[config.mk]
export PLATFORM = sky130hd
export DESIGN_NAME = blackbox_sweeper_flat
export DESIGN_NICKNAME = d
export VERILOG_FILES = /design/src/rtl/blackbox_pkg.sv /design/src/rtl/blackbox_sweeper_if.sv /design/src/rtl/blackbox_sweeper_first_mismatch.sv /design/src/rtl/blackbox_sweeper.sv /design/src/flat_wrapper.sv
export SDC_FILE = /design/constraint.sdc
export NUM_CORES = 1
export LEC_CHECK = 0
export CAP_MARGIN = 25
export CORE_AREA = 2 2 78 80
export CTS_CLUSTER_SIZE = 24
export DETAILED_ROUTE_END_ITERATION = 8
export DIE_AREA = 0 0 80 82
export GPL_TIMING_DRIVEN = 0
export PLACE_DENSITY = 0.48
export SYNTH_ARGS = -nofsm -noshare
export SYNTH_HDL_FRONTEND = slang
export SYNTH_SLANG_ARGS = --single-unit
[constraint.sdc]
create_clock -name clk -period 1.9 [get_ports clk]
set_input_delay 0.285 -clock clk [delete_from_list [all_inputs] [get_ports clk]]
set_output_delay 0.285 -clock clk [all_outputs]
set_load 0.05 [all_outputs]
[src/rtl/blackbox_pkg.sv]
// rtl/blackbox_pkg.sv - shared types and sizes for the blackbox truth-table sweeper
package blackbox_pkg;

  typedef enum logic [1:0] {
    ST_IDLE   = 2'd0,
    ST_DRIVE  = 2'd1,
    ST_SAMPLE = 2'd2,
    ST_DONE   = 2'd3
  } state_e;

  localparam int IDX_W      = 3;
  localparam int NUM_COMBOS = 8;
  localparam int CNT_W      = 4;

endpackage

[src/rtl/blackbox_sweeper_if.sv]
// rtl/blackbox_sweeper_if.sv - host start/done handshake and result bundle for the sweeper
interface blackbox_sweeper_if;
  import blackbox_pkg::*;

  logic                  start;
  logic                  abort;
  logic [NUM_COMBOS-1:0] expected;
  logic                  busy;
  logic                  done;
  logic [NUM_COMBOS-1:0] truth_table;
  logic                  match;
  logic [IDX_W-1:0]      first_bad;

  modport master (
    output start, abort, expected,
    input  busy, done, truth_table, match, first_bad
  );

  modport slave (
    input  start, abort, expected,
    output busy, done, truth_table, match, first_bad
  );

endinterface

[src/rtl/blackbox_sweeper_first_mismatch.sv]
// rtl/blackbox_sweeper_first_mismatch.sv - priority encoder for lowest differing truth-table bit
module first_mismatch
  import blackbox_pkg::*;
(
  input  logic [NUM_COMBOS-1:0] table_i,
  input  logic [NUM_COMBOS-1:0] expected_i,
  output logic [IDX_W-1:0]      first_bad_o,
  output logic                  match_o
);

  logic [NUM_COMBOS-1:0] diff;

  always_comb begin
    diff        = table_i ^ expected_i;
    first_bad_o = '0;
    // Scan downward so the lowest set bit is the last one written.
    for (int i = NUM_COMBOS - 1; i >= 0; i--) begin
      if (diff[i]) first_bad_o = IDX_W'(i);
    end
    match_o = ~|diff;
  end

endmodule

[src/rtl/blackbox_sweeper.sv]
// rtl/blackbox_sweeper.sv - steps a 3-input gate network through all combinations and
// checks the captured truth table against a golden value
module blackbox_sweeper
  import blackbox_pkg::*;
#(
  parameter int SETTLE = 1
) (
  input  logic                clk,
  input  logic                reset,
  blackbox_sweeper_if.slave   host,
  input  logic                bb_m,
  output logic                bb_l,
  output logic                bb_s,
  output logic                bb_q
);

  localparam logic [CNT_W-1:0] SETTLE_LAST = CNT_W'(SETTLE - 1);
  localparam logic [IDX_W-1:0] IDX_LAST    = IDX_W'(NUM_COMBOS - 1);

  state_e                state_q, state_d;
  logic [IDX_W-1:0]      idx_q, idx_d;
  logic [CNT_W-1:0]      cnt_q, cnt_d;
  logic [NUM_COMBOS-1:0] table_q, table_d;
  logic [NUM_COMBOS-1:0] expected_q, expected_d;
  logic                  match_q, match_d;
  logic [IDX_W-1:0]      first_bad_q, first_bad_d;

  logic                  cmp_match;
  logic [IDX_W-1:0]      cmp_first_bad;
  logic                  busy;

  first_mismatch u_first_mismatch (
    .table_i     (table_q),
    .expected_i  (expected_q),
    .first_bad_o (cmp_first_bad),
    .match_o     (cmp_match)
  );

  always_ff @(posedge clk) begin
    if (reset) begin
      state_q     <= ST_IDLE;
      idx_q       <= '0;
      cnt_q       <= '0;
      table_q     <= '0;
      expected_q  <= '0;
      match_q     <= 1'b0;
      first_bad_q <= '0;
    end else begin
      state_q     <= state_d;
      idx_q       <= idx_d;
      cnt_q       <= cnt_d;
      table_q     <= table_d;
      expected_q  <= expected_d;
      match_q     <= match_d;
      first_bad_q <= first_bad_d;
    end
  end

  always_comb begin
    state_d     = state_q;
    idx_d       = idx_q;
    cnt_d       = cnt_q;
    table_d     = table_q;
    expected_d  = expected_q;
    match_d     = match_q;
    first_bad_d = first_bad_q;

    unique case (state_q)
      ST_IDLE: begin
        if (host.start) begin
          expected_d = host.expected;
          table_d    = '0;
          idx_d      = '0;
          cnt_d      = '0;
          state_d    = ST_DRIVE;
        end
      end
      ST_DRIVE: begin
        if (host.abort) begin
          state_d = ST_IDLE;
        end else begin
          cnt_d = cnt_q + 1'b1;
          if (cnt_q == SETTLE_LAST) state_d = ST_SAMPLE;
        end
      end
      ST_SAMPLE: begin
        // Abort takes priority, leaving the current bit uncaptured.
        if (host.abort) begin
          state_d = ST_IDLE;
        end else begin
          table_d[idx_q] = bb_m;
          if (idx_q == IDX_LAST) begin
            state_d = ST_DONE;
          end else begin
            idx_d   = idx_q + 1'b1;
            cnt_d   = '0;
            state_d = ST_DRIVE;
          end
        end
      end
      ST_DONE: begin
        match_d     = cmp_match;
        first_bad_d = cmp_first_bad;
        state_d     = ST_IDLE;
      end
      default: state_d = ST_IDLE;
    endcase
  end

  assign busy = (state_q == ST_DRIVE) || (state_q == ST_SAMPLE);

  assign {bb_l, bb_s, bb_q} = busy ? idx_q : '0;

  // The comparison is shown live during DONE and held from the latched copy afterwards.
  assign host.busy        = busy;
  assign host.done        = (state_q == ST_DONE);
  assign host.truth_table = table_q;
  assign host.match       = (state_q == ST_DONE) ? cmp_match : match_q;
  assign host.first_bad   = (state_q == ST_DONE) ? cmp_first_bad : first_bad_q;

endmodule

[src/flat_wrapper.sv]
// flat-port wrapper written by rule: the top's interface ports become plain ports
module blackbox_sweeper_flat import blackbox_pkg::*;
#(
  parameter int SETTLE = 1
)
  (clk, reset, bb_m, bb_l, bb_s, bb_q, host_start, host_abort, host_expected, host_busy, host_done, host_truth_table, host_match, host_first_bad);
  blackbox_sweeper_if host_i ();
  input  logic clk;
  input  logic reset;
  input  logic bb_m;
  output logic bb_l;
  output logic bb_s;
  output logic bb_q;
  input wire logic [$bits(host_i.start)-1:0] host_start;
  input wire logic [$bits(host_i.abort)-1:0] host_abort;
  input wire logic [$bits(host_i.expected)-1:0] host_expected;
  output wire logic [$bits(host_i.busy)-1:0] host_busy;
  output wire logic [$bits(host_i.done)-1:0] host_done;
  output wire logic [$bits(host_i.truth_table)-1:0] host_truth_table;
  output wire logic [$bits(host_i.match)-1:0] host_match;
  output wire logic [$bits(host_i.first_bad)-1:0] host_first_bad;
  assign host_i.start = host_start;
  assign host_i.abort = host_abort;
  assign host_i.expected = host_expected;
  assign host_busy = host_i.busy;
  assign host_done = host_i.done;
  assign host_truth_table = host_i.truth_table;
  assign host_match = host_i.match;
  assign host_first_bad = host_i.first_bad;
  blackbox_sweeper #(.SETTLE(SETTLE)) u_core (.clk(clk), .reset(reset), .host(host_i), .bb_m(bb_m), .bb_l(bb_l), .bb_s(bb_s), .bb_q(bb_q));
endmodule
==> summary.txt <==
Status = finished, violations left
Failing checks = negative setup slack
Sequential cell area = 586.8 sq um
CP max stage cell = dfxtp_4
Worst Hold Class = reg -> reg
Synth area leader = dfxtp_1
Final hold violations = 0
Post-synth EDFFs = 0
Initial core utilization = 27.85%
Placer Congestion = 0.7884
IO Count = 30
Tcrit/Tclk final = 100.2%
Clk sinks = 29
DRT iter0 DRCs = 51
Via count = 1494
Startpoint Class = flip-flop
Power Density = 623.5 nW/um^2
Synth top cells by count = dfxtp_1 (29), nand2_1 (28), a21oi_1 (25)
Cell Area, Placed = 2012 sq um
Pin count of the biggest net entering global routing = 11
Post-synthesis async set-or-reset flop share = 0%
RSZ-0062 raised after global routing = true
Core Area = 5746 sq um
Wirelength per Cell = 13.19 um
WL final = 4143 um
Slew Limit Headroom = 61.89%
Crit-path cells = ha_4, clkinvlp_4, nor3b_4, nand2_2, o22ai_4, buf_6
Post-route worst setup slack = -4.068 ps
Area of the multi-input gates = 1045 sq um
Max-Cap Viols = 0
Placed Instances = 301
Total power draw = 1.396 mW
First-pass GRT wire length = 6962 um
Initial DRT Pass Iterations = 4
CP max FO = 5
Clk_skew = 3.487 ps
Vias in the first global route = 1397
Vias per Instance = 4.758
Fill cell count = 615
Initial antenna violation count = 0
Die ar. = 6560 sq um
Die X = 80 um
Clk pin slew, worst setup/hold paths = 70 ps
Die Y = 82 um
Syn Area/Cell = 8.123 sq um
Worst path max stage delay = 370 ps
Ys flop type = dfxtp_1
VDD IR max = 0.2007 mV
Cell with the most instances after synthesis = dfxtp_1
Fin cells = 314
#FFs+latches synth = 29
Worst skew pair latency = 280 ps
Clock buffer count from CTS = 5
Gr ovfl total = 0
Crit path required time = 1620 ps
TritonCTS clock tree = built
Layout net count = 259
Leakage power = 0.8023 nW
DRC violations left = 0
# rows = 28
Area share of the largest cell type after synthesis = 36.28%
Hold-fix buffers, CTS = 0
CTS root buf = clkbuf_8
Sequential area share after synthesis = 36.28%
Final setup viols = 1
FMAX = 525.2 MHz
Final number of max-transition violations = 0
CTS H-Tree Depth = 2
Layout Area Growth over Synthesis = 39.95%
Clock buffer depth = 2
Period minus WS final = 1904 ps
Number of routed nets with antenna violations = 0
Syn_nets = 218
Measured slew at the worst slew-check pin = 571.6 ps
Top cells by area, synth = dfxtp_1 (36%), a21oi_1 (7.8%), nand2_1 (6.6%)
GR Util All Layers = 13.88%
Post-DP HPWL = 3056 um
Port Buf Inserts = 29
Crit Path Class = reg -> out
Cell variety after synth = 40
CP endpoint kind = primary output
Design area = 2240 sq um
Post-Syn Area = 1600 sq um
Yosys warns = 0
Worst EP arrival = 1620 ps
Cells after Synth = 197
Layout cells sized above 1 = 21.76%
Diode count = 0
## power by group
group	internal (mW)	leakage, nW	total [mW]	switching, mW
Combinational	0.104	0.521	0.259	0.155
Sequential	0.626	0.237	0.645	0.0184
Clock	0.253	0.0450	0.492	0.239
## path summary, 6_finish.rpt
path,start,to,slack (ps),cells past startpoint
hold / removal,u_core.expected_q[0],u_core.expected_q[0],470,2
setup / recovery,u_core.state_q[1],host_match,-4,6
setup reg to reg,u_core.state_q[0],u_core.cnt_q[1],130,7
hold reg to reg,u_core.expected_q[0],u_core.expected_q[0],470,2
## critical path, delay by kind of cell (launching register included)
kind	cells	cell delay, ps
adders and majority gates	1	170
DFF	1	370
AOI/OAI and AO/OA	1	110
buffers and inverters	2	310
and+or+nand+nor	2	380
## logic make-up (layout without fill, tap and decap cells)
logic type                 count (synthesis)  after routing  synth area share, %
AOI/OAI and AO/OA                         54             54                19.86
xor gates and xnor gates                  12             12                6.568
adders and majority gates                  8              8                6.255
buffers and inverters                     19             61                5.160
DFF                                       29             29                36.28
muxes                                      1              1               0.7036
and+or+nand+nor                           74             74                25.18
## layer usage
layer	global-route usage, %	up-vias	part of all wire (%)
met5	0	-	0
met3	3.626	6	3.9
met2	20.92	26	45
li1	-	772	-
met4	5.424	0	1.4
met1	18.91	690	49
## final cells by class
class / count / share of cell area [%]
sequential: 29 / 26.20
timing repair buffer: 34 / 15.31
clock buffer: 6 / 3.240
clock inverter: 2 / 0.4469
tap: 75 / 4.190
inverter: 9 / 1.676
buffer: 10 / 2.291
multi-input combinational: 149 / 46.65
## cell usage in the layout, fill, tap and decap left out, types with 2 or more instances in the layout
cell,count
dfxtp_1,26
nand2_1,25
a21oi_1,25
clkdlybuf4s50_1,20
nand3_1,12
nor2_1,9
o21ai_1,7
ha_1,7
inv_1,6
clkbuf_1,5
and2_1,5
xnor2_1,5
clkbuf_8,5
buf_4,5
xnor2_2,4
nor2b_1,4
xor2_1,3
nand2_2,3
o211ai_1,3
buf_2,3
buf_6,3
nor4_4,3
o21ai_0,3
a22oi_1,3
nor3_1,3
clkdlybuf4s15_2,3
clkbuf_2,2
inv_2,2
a31oi_1,2
nand2b_1,2
a311oi_1,2
clkinv_2,2
buf_8,2
dfxtp_2,2
## per-stage QoR
step,setup TNS (ps),setup slack (ps),hold slack [ps],util (%)
after global placement,-3213,-585.5,457.0,35.02
after CTS,-37.49,-37.49,471.1,37.20
after global routing,-202.0,-98.08,495.4,38.98
after floorplan,-140.4,-81.87,432.5,-
after detailed placement,-2773,-596.1,461.4,35.02
final,-4.068,-4.068,469.4,38.98
## sequential cells by signal, indices dropped and copies added, names as in the netlist
register,count
u_core.expected_q,8
u_core.host.truth_table,8
u_core.cnt_q,4
u_core.first_bad_q,3
u_core.idx_q,3
u_core.state_q,2
u_core.match_q,1
## repair_timing
item / CTS / global route
setup buffers: 1 / 4
resized for setup: 43 / 19
pin swaps: 1 / 5
gates cloned: 0 / 0
endpoints found under the setup margin: 9 / 15
Power figures use the tool's default switching activity.
